**config.mk**
```make
export PLATFORM = sky130hd
export DESIGN_NAME = sar_capture_flat
export DESIGN_NICKNAME = d
export VERILOG_FILES = /design/src/rtl/sar_capture_if.sv /design/src/rtl/sar_capture.sv /design/src/flat_wrapper.sv
export SDC_FILE = /design/constraint.sdc
export NUM_CORES = 1
export LEC_CHECK = 0
export ABC_AREA = 1
export ABC_CLOCK_PERIOD_IN_PS = 4900
export BUFFER_PORTS_ARGS = -buffer_cell sky130_fd_sc_hd__buf_2
export CAP_MARGIN = 20
export CORE_MARGIN = 10
export CORE_UTILIZATION = 60
export DETAILED_ROUTE_END_ITERATION = 6
export HOLD_SLACK_MARGIN = 0.02
export PLACE_DENSITY = 0.92
export SLEW_MARGIN = 20
export SYNTH_ARGS = -nofsm -noshare
export SYNTH_HDL_FRONTEND = slang
export SYNTH_SLANG_ARGS = --single-unit
```
**constraint.sdc**
```tcl
create_clock -name clk -period 4.9 [get_ports clk]
set_clock_uncertainty 0.15 [all_clocks]
set_input_delay 0.98 -clock clk [delete_from_list [all_inputs] [get_ports clk]]
set_output_delay 0.98 -clock clk [all_outputs]
set_load 0.005 [all_outputs]
```
**src/rtl/sar_capture_if.sv**
```systemverilog
// Result port of sar_capture: averaged code with a valid/ready handshake.
// The capture block drives the master side; downstream logic takes the slave side.
interface sar_capture_if #(
    parameter int DW = 8
);
    logic [DW-1:0] out_data;
    logic          out_valid;
    logic          out_ready;

    modport master (
        output out_data,
        output out_valid,
        input  out_ready
    );

    modport slave (
        input  out_data,
        input  out_valid,
        output out_ready
    );
endinterface

```
**src/rtl/sar_capture.sv**
```systemverilog
// SAR ADC receive end: synchronises the done strobe, averages 2^AVG_LOG2 codes and flags overrun/timeout.
// Define SAR_CAPTURE_TWOS_COMP_EN to treat codes as offset-binary and output signed two's-complement averages.
module sar_capture #(
    parameter int DW       = 8,
    parameter int AVG_LOG2 = 2,
    parameter int TIMEOUT  = 255
) (
    input  logic          clk,
    input  logic          rst,
    input  logic          en,
    input  logic          clr_flags,
    input  logic          adc_done,
    input  logic [DW-1:0] adc_data,
    sar_capture_if.master out_if,
    output logic          overrun,
    output logic          timeout,
    output logic          busy
);
    localparam int AW     = DW + AVG_LOG2;
    localparam int CW     = AVG_LOG2 + 1;
    localparam int N      = 1 << AVG_LOG2;
    localparam int TW     = $clog2(TIMEOUT + 1);
    localparam int SYNC_N = 3;

    localparam logic [CW-1:0] CNT_LAST = CW'(N - 1);
    localparam logic [TW-1:0] TCNT_LIM = TW'(TIMEOUT - 1);

    typedef enum logic [1:0] {IDLE, ACC, OUT} state_t;

    state_t              state_reg;
    logic [SYNC_N-1:0]   sync_reg;
    logic [AW-1:0]       acc_reg;
    logic [CW-1:0]       cnt_reg;
    logic [TW-1:0]       tcnt_reg;
    logic [DW-1:0]       result_reg;

    logic                done_pulse;
    logic [AW-1:0]       code_ext;
    logic [AW-1:0]       base_acc;
    logic [CW-1:0]       base_cnt;
    logic [AW-1:0]       sum;
    logic [DW-1:0]       avg;
    logic                block_full;

    // Three-flop chain; the third stage only serves edge detection.
    generate
        for (genvar gi = 0; gi < SYNC_N; gi++) begin : g_sync
            if (gi == 0) begin : g_first
                always_ff @(posedge clk) begin
                    if (rst) sync_reg[gi] <= 1'b0;
                    else     sync_reg[gi] <= adc_done;
                end
            end else begin : g_chain
                always_ff @(posedge clk) begin
                    if (rst) sync_reg[gi] <= 1'b0;
                    else     sync_reg[gi] <= sync_reg[gi-1];
                end
            end
        end
    endgenerate

    assign done_pulse = sync_reg[1] & ~sync_reg[2];

`ifdef SAR_CAPTURE_TWOS_COMP_EN
    logic [DW-1:0] code_tc;
    assign code_tc  = {~adc_data[DW-1], adc_data[DW-2:0]};
    assign code_ext = AW'($signed(code_tc));
    assign avg      = DW'($signed(sum) >>> AVG_LOG2);
`else
    assign code_ext = AW'(adc_data);
    assign avg      = DW'(sum >> AVG_LOG2);
`endif

    // In OUT the running sum is already cleared, so a pulse there starts a fresh block.
    assign base_acc   = (state_reg == ACC) ? acc_reg : '0;
    assign base_cnt   = (state_reg == ACC) ? cnt_reg : '0;
    assign sum        = base_acc + code_ext;
    assign block_full = (base_cnt == CNT_LAST);

    always_ff @(posedge clk) begin
        if (rst) begin
            state_reg        <= IDLE;
            acc_reg          <= '0;
            cnt_reg          <= '0;
            tcnt_reg         <= '0;
            result_reg       <= '0;
            out_if.out_data  <= '0;
            out_if.out_valid <= 1'b0;
            overrun          <= 1'b0;
            timeout          <= 1'b0;
            busy             <= 1'b0;
        end else begin
            if (out_if.out_valid && out_if.out_ready)
                out_if.out_valid <= 1'b0;
            // Set events below are later in the block and override this clear.
            if (clr_flags) begin
                overrun <= 1'b0;
                timeout <= 1'b0;
            end

            case (state_reg)
                IDLE: begin
                    acc_reg  <= '0;
                    cnt_reg  <= '0;
                    tcnt_reg <= '0;
                    if (en) begin
                        state_reg <= ACC;
                        busy      <= 1'b1;
                    end
                end

                ACC: begin
                    if (!en) begin
                        state_reg <= IDLE;
                        busy      <= 1'b0;
                        acc_reg   <= '0;
                        cnt_reg   <= '0;
                        tcnt_reg  <= '0;
                    end else if (done_pulse) begin
                        tcnt_reg <= '0;
                        if (block_full) begin
                            result_reg <= avg;
                            state_reg  <= OUT;
                            busy       <= 1'b0;
                            acc_reg    <= '0;
                            cnt_reg    <= '0;
                        end else begin
                            acc_reg <= sum;
                            cnt_reg <= cnt_reg + CW'(1);
                        end
                    end else if (tcnt_reg == TCNT_LIM) begin
                        timeout  <= 1'b1;
                        acc_reg  <= '0;
                        cnt_reg  <= '0;
                        tcnt_reg <= '0;
                    end else begin
                        tcnt_reg <= tcnt_reg + TW'(1);
                    end
                end

                OUT: begin
                    if (!out_if.out_valid || out_if.out_ready) begin
                        out_if.out_data  <= result_reg;
                        out_if.out_valid <= 1'b1;
                    end else begin
                        overrun <= 1'b1;
                    end
                    tcnt_reg <= '0;
                    if (en && done_pulse && block_full) begin
                        // Only reachable in pass-through mode: one sample is a whole block.
                        result_reg <= avg;
                        state_reg  <= OUT;
                        busy       <= 1'b0;
                        acc_reg    <= '0;
                        cnt_reg    <= '0;
                    end else if (en) begin
                        state_reg <= ACC;
                        busy      <= 1'b1;
                        acc_reg   <= done_pulse ? sum : '0;
                        cnt_reg   <= done_pulse ? CW'(1) : '0;
                    end else begin
                        state_reg <= IDLE;
                        busy      <= 1'b0;
                        acc_reg   <= '0;
                        cnt_reg   <= '0;
                    end
                end

                default: begin
                    state_reg <= IDLE;
                    busy      <= 1'b0;
                end
            endcase
        end
    end
endmodule

```
**src/flat_wrapper.sv**
```systemverilog
// flat-port wrapper written by rule: the top's interface ports become plain ports
module sar_capture_flat 
#(
    parameter int DW       = 8,
    parameter int AVG_LOG2 = 2,
    parameter int TIMEOUT  = 255
)
  (clk, rst, en, clr_flags, adc_done, adc_data, overrun, timeout, busy, out_if_out_data, out_if_out_valid, out_if_out_ready);
  sar_capture_if #(.DW(DW)) out_if_i ();
  input  logic clk;
  input  logic rst;
  input  logic en;
  input  logic clr_flags;
  input  logic adc_done;
  input  logic [DW-1:0] adc_data;
  output logic overrun;
  output logic timeout;
  output logic busy;
  output wire logic [$bits(out_if_i.out_data)-1:0] out_if_out_data;
  output wire logic [$bits(out_if_i.out_valid)-1:0] out_if_out_valid;
  input wire logic [$bits(out_if_i.out_ready)-1:0] out_if_out_ready;
  assign out_if_out_data = out_if_i.out_data;
  assign out_if_out_valid = out_if_i.out_valid;
  assign out_if_i.out_ready = out_if_out_ready;
  sar_capture #(.DW(DW), .AVG_LOG2(AVG_LOG2), .TIMEOUT(TIMEOUT)) u_core (.clk(clk), .rst(rst), .en(en), .clr_flags(clr_flags), .adc_done(adc_done), .adc_data(adc_data), .out_if(out_if_i), .overrun(overrun), .timeout(timeout), .busy(busy));
endmodule
```
After elaboration in Yosys (flattened, before gate mapping)
Index checks and enable logic that the tools add are counted.
W data, S select, Z words.
{ "word_totals": {"wordCells": 96, "out_inout_bits": 12, "register_bits": 46} }
{ "classes": {"n_addsub": 3, "bitwise_logic": 2, "reduce_logical": 14, "mux": 52, "eq_ne": 12} }
{ "ops": {"columns": ["cell", "count"], "rows": [
  ["$mux W10", 8],
  ["$mux W8", 7],
  ["$pmux W8 S2", 2],
  ["$pmux W10 S3", 1],
  ["$mux W3", 7],
  ["$mux W1", 19],
  ["$add A10 B8 Y10", 1],
  ["$mux W2", 5],
  ["$pmux W3 S3", 1],
  ["$add A8 B1 Y8 const B", 1],
  ["$eq A8 B8 Y1 const B", 1],
  ["$ne A2 B1 Y1 const B", 3],
  ["$ne A3 B2 Y1 const B", 2],
  ["$pmux W2 S3", 1],
  ["$reduce_and A5 Y1", 1],
  ["$ne A2 B2 Y1 const B", 2],
  ["$ne A4 B3 Y1 const B", 1],
  ["$reduce_and A2 Y1", 2],
  ["$reduce_bool A2 Y1", 2],
  ["$add A3 B1 Y3 const B", 1],
  ["$eq A3 B2 Y1 const B", 1],
  ["$logic_and A1 B1 Y1", 3],
  ["$pmux W1 S3", 1],
  ["$reduce_and A3 Y1", 1],
  ["9 further kinds", 9]
]} }

Longest topological paths before layout
{ "logic_depth": {"word_depth": 7, "ltp_mapped": 17} }

Worst setup path after synthesis
OpenSTA, ideal clock, no wires.
{ "synth_path": {"path_kind": "input to register", "from": "in adc_data[0]", "to": "reg u_core.result_reg[4]", "arrival_ns": 2.142, "cell_stages": 10, "setup_slack_ns": 2.495, "t_required_ns": 4.637, "setup_ns": 0.113, "cell_sequence": "ha_1 fa_1 nand3_1 nand2_1 nand3_1 nand2_1 nand2_1 nand2_1 o21ai_1 inv_1"} }
{ "synth_between": {"elab_chain_cells": 5, "elab_cells_between_ends": 6} }
{ "synth_lines": {"columns": ["element", "line_no", "source"], "rows": [
  ["start, declared", "flat_wrapper.sv:15", "input logic [DW-1:0] adc_data;"],
  ["$add A10 B8 Y10 *", "sar_capture.sv:77", "assign sum = base_acc + code_ext;"],
  ["$mux W8", "sar_capture.sv:121", "if (block_full) begin"],
  ["$mux W8", "sar_capture.sv:119", "end else if (done_pulse) begin"],
  ["$mux W8", "sar_capture.sv:113", "if (!en) begin"],
  ["$pmux W8 S2 *", "sar_capture.sv:101", "case (state_reg)"],
  ["end signal, assigned", "sar_capture.sv:122", "result_reg <= avg;"],
  ["end signal, assigned", "sar_capture.sv:151", "result_reg <= avg;"],
  ["end, declared", "sar_capture.sv:35", "logic [DW-1:0] result_reg;"]
]} }
Mark *: on every way between the ends. The rest lies on a longest branch, timed or not. The select of a mux whose other input is x is not followed.
A chain may end at the register's enable or synchronous reset.

Worst setup path after layout
{ "layout_path": {"from": "reg u_core.state_reg[1]", "to": "reg u_core.result_reg[4]"} }
{ "layout_between": {"elab_chain_cells": 7, "elab_cells_between_ends": 18} }
{ "layout_lines": {"columns": ["element", "line_no", "source"], "rows": [
  ["start, declared", "sar_capture.sv:30", "state_t state_reg;"],
  ["start signal, assigned", "sar_capture.sv:82", "state_reg <= IDLE;"],
  ["start signal, assigned", "sar_capture.sv:107", "state_reg <= ACC;"],
  ["start signal, assigned", "sar_capture.sv:114", "state_reg <= IDLE;"],
  ["$eq A2 B1 Y1", "sar_capture.sv:75, sar_capture.sv:76, sar_capture.sv:101", null],
  ["$mux W10", "sar_capture.sv:75", "assign base_acc = (state_reg == ACC) ? acc_reg : '0;"],
  ["$add A10 B8 Y10", "sar_capture.sv:77", null],
  ["$mux W8", "sar_capture.sv:121", null],
  ["$mux W8", "sar_capture.sv:119", null],
  ["$mux W8", "sar_capture.sv:113", null],
  ["$pmux W8 S2", "sar_capture.sv:101", null]
]} }
Several ways; a longest one is shown, not always the timed one. The select of a mux whose other input is x is not followed.

==> metrics list <==
* Total power consumption of the routed design: between 900 and 1000 µW
- For the worst-skew pair, the clock arrives at the later sink with an insertion delay of 0.30 ns.
- For the worst setup path, the data required time is 4.96 ns.
- Leading area contributor after synthesis: dfxtp_1
- For this run, design rule violations remaining after detail routing come to 0.
* Synthesized instance count: 357
- Number of port buffers: 25
* CP most frequent cell: nand2_1
* Run status: complete, no violations
- Die Wd: approximately 84 µm
* Peak clock frequency supported by timing: 385 MHz
- For flop-to-flop paths, the worst setup slack is 2.30 ns.
* Number of register bits inferred by synthesis: 46
* Syn_nets: about 390
- RSZ-0062 raised after global routing: false
* Crit path buf inv count: 3
- Wire length of the first global-routing pass: roughly 9.3 mm
- Initial antenna violation count: 0
- In the routed layout, each cell is associated on average with a via count of roughly 5.2.
* Final worst-path cycle share: between 50% and 60%
- Remaining max-slew budget at the tightest pin: roughly half
- Cells with a size suffix above 1 make up ~13% of the layout.
* Number of buffers inserted for hold repair after clock tree synthesis: 0
* Aggregate negative setup slack: 0 ns
- Drt total wl: around 5.3 mm
- At the end of the flow the core is filled with cells to 67.8%.
- Critical Path Fanout Max: 15
- Across all layers, the routed design uses 2,254 vias.
* Area share of the largest cell type after synthesis: 37.6%
* Maximum number of pins on one net before global-route repair: 28
- At the worst endpoint, the arrival time is about 2.7 ns.
- CTS Root Buffer Type: clkbuf_8
- For this run the aggregate overflow at the end of global routing stands at 0.
- Post-synthesis to final-layout area growth: 9.85%
- Final antenna-violating net count: 0
- The number of hold-slack violations in the final timing report was 0.
* Warnings from Yosys: 0
- Met1 layer usage reported by global route: 15.3%
* Count of maximum capacitance violations: 0
* Postcts setup bufs: 0
- In this run the most used layer during global routing was met2.
- Share of the yosys chip area belonging to registers: a little under two fifths
- Worst-margin pin slew: between 0.7 and 0.8 ns
- The analysis attributes to cell leakage a power of roughly 0.0013 µW.
- Met3 Usage GRT: 3.81%
- Final count of negative-setup-slack endpoints: 0
- Mean area per synthesized cell: just under 7 µm²
- After detailed routing, the average wire length per cell comes to ~12 µm.
- Maximum count of clock buffers along a single path: 2
- Antenna diodes: 0
- Worst-path clk slew: roughly 0.09 ns
* Standard-cell row count: 23
- Power Density: between 300 and 400 mW/mm²
- In this run the count of I/O pins placed on the die edge is 26.
- The synthesized netlist occupies a cell area of 0.00245 mm².
- The floorplan step defined a die boundary enclosing ~0.007 mm².
* Cell family with most CP delay: adder cells
* Total routing resource utilization after global routing: between 15 and 20%
- The worst setup path is launched from a flip-flop.
* Post-layout nets: a little over 400
- By startpoint and endpoint, the worst setup path is classified as flip-flop to flip-flop.
- For this block, the initial DRC count from the detailed router was between 100 and 150.
- The congestion estimate from routability-driven global placement came to slightly below 0.9.
- For this design, the sink count on the clock tree is 46.
- Resized Gates After CTS: 0
- Level count of the clock H-tree: 2
- After layout, the minimum clock period comes to about 2.6 ns.
* Type of the tightest min-delay check: flip-flop to flip-flop
- The via count of the first global-routing pass is between 2,000 and 2,500.
* Critical Path End Type: flip-flop
- Area of the core region: between 0.003 and 0.004 mm²
- GRT met2 Usage: ~29%
- Half-perimeter wire length after detailed placement: a little over 4 mm
- The number of pins with negative max-slew slack in the final report is 0.
- Starting Density: about 60%
- The floorplan step set the die height to about 84 µm.
- Across the VDD grid, the largest voltage drop is between 0.2 and 0.25 mV.
- Worst path slowest cell: dfxtp_1
- Ranked by total cell area, the synthesized netlist is headed by dfxtp_1 38%, nand2_1 13%, ha_1 8.2%, nor2_1 7.8%, inv_1 7.2%.
- Number of detailed-route iterations in the first pass: 4
- In this run, CTS created clock tree buffers numbering 5.
- Largest register FFs: 10
- TritonCTS built the clock tree.
- CP Cell Sequence: inv_1 -> ha_1 -> nand2_1 -> inv_1 -> ha_1 -> fa_1 -> nand3_1 -> nand2_1 -> nand3_1 -> nand2_1 -> nand2_1 -> nand2_1 -> o21ai_1 -> inv_1
* Cell variety after synth: 29
- The largest single stage delay on the critical path is slightly above 0.4 ns.
## tightest hold or removal path: stages (launching register included)
cell and delay [ns]:
dfxtp_1 0.30, inv_1 0.04, nor2_1 0.03
## cell usage in the layout (no fill, tap or decap)
master,n
nor3_1,4
ha_1,16
dfxtp_1,46
nor2_1,51
nand2_1,87
a21o_1,1
nand3b_1,1
o21ai_1,4
a21oi_2,1
xor2_1,7
nand4_1,3
inv_1,47
clkinv_4,1
a21oi_1,33
nor2_2,3
nand3_1,16
clkinvlp_4,1
clkbuf_8,5
nor2_4,2
fa_1,1
nand3_2,1
inv_2,6
buf_2,25
a211oi_1,1
nand4_2,1
nor3b_1,1
nand2_2,2
clkinv_2,1
o21ai_0,14
nor4_1,1
## routing by layer
layer / part of all wire (%) / wire length, µm
met1: 41 / 2200
met2: 53 / 2820
met3: 3.5 / 188
met4: 2.4 / 126
met5: 0 / 0
## final timing paths
path | depth (start not counted) | endpoint | startpoint
setup / recovery | 14 | u_core.result_reg[4] | u_core.state_reg[1]
hold / removal | 2 | u_core.sync_reg[1] | u_core.sync_reg[0]
setup reg to reg | 14 | u_core.result_reg[4] | u_core.state_reg[1]
hold reg to reg | 2 | u_core.sync_reg[1] | u_core.sync_reg[0]
## metrics by stage
step | std cells | hold slack [ns] | worst slack (ns) | area, µm²
3_3_place_gp | 425 | 0.240 | 2.31 | 2600
4_1_cts | 433 | 0.262 | 2.30 | 2690
5_1_grt | 433 | 0.279 | 2.02 | 2690
3_5_place_dp | 425 | 0.249 | 2.29 | 2600
2_1_floorplan | 357 | 0.238 | 2.50 | 2450
6_report | 433 | 0.259 | 2.30 | 2690
## cell usage after synthesis
library cell and n:
inv_1 47, nor4_1 1, o21ai_1 4, nand2_2 2, nand3_1 16, a21oi_1 33, nor2_2 3, nor3_1 4
nor3b_1 1, buf_6 1, xor2_1 7, nor2_1 51, a21oi_2 1, ha_1 16, nand4_1 3, a21o_1 1
fa_1 1, buf_1 2, nand3b_1 1, a211oi_1 1, nand4_2 1, clkbuf_1 2, dfxtp_1 46, inv_2 6
o21ai_0 14, buf_2 2, nor2_4 2, nand3_2 1, nand2_1 87
## cells by family after synthesis
group	after synthesis	synth area share [%]
xor gates and xnor gates	7	2.50
and+or+nand+nor	173	30.0
DFF	46	37.6
buffers and inverters	60	9.60
adders and majority gates	17	8.98
AOI/OAI and AO/OA	54	11.4
## power by group
| group | internal [µW] | switching (µW) |
|---|---|---|
| clock | 100 | 136 |
| sequential | 411 | 25.4 |
| combinational | 78.8 | 158 |
| total | 590 | 319 |
## area by class of cell
class                      count  area, µm²
fill                         339       1280
multi-input combinational    251       1290
tap                           50       62.6
timing repair buffer          25        125
inverter                      53        199
clock buffer                   5       68.8
sequential                    46        921
clock inverter                 3       21.3
Note: power is estimated with default switching activity, not from simulation.
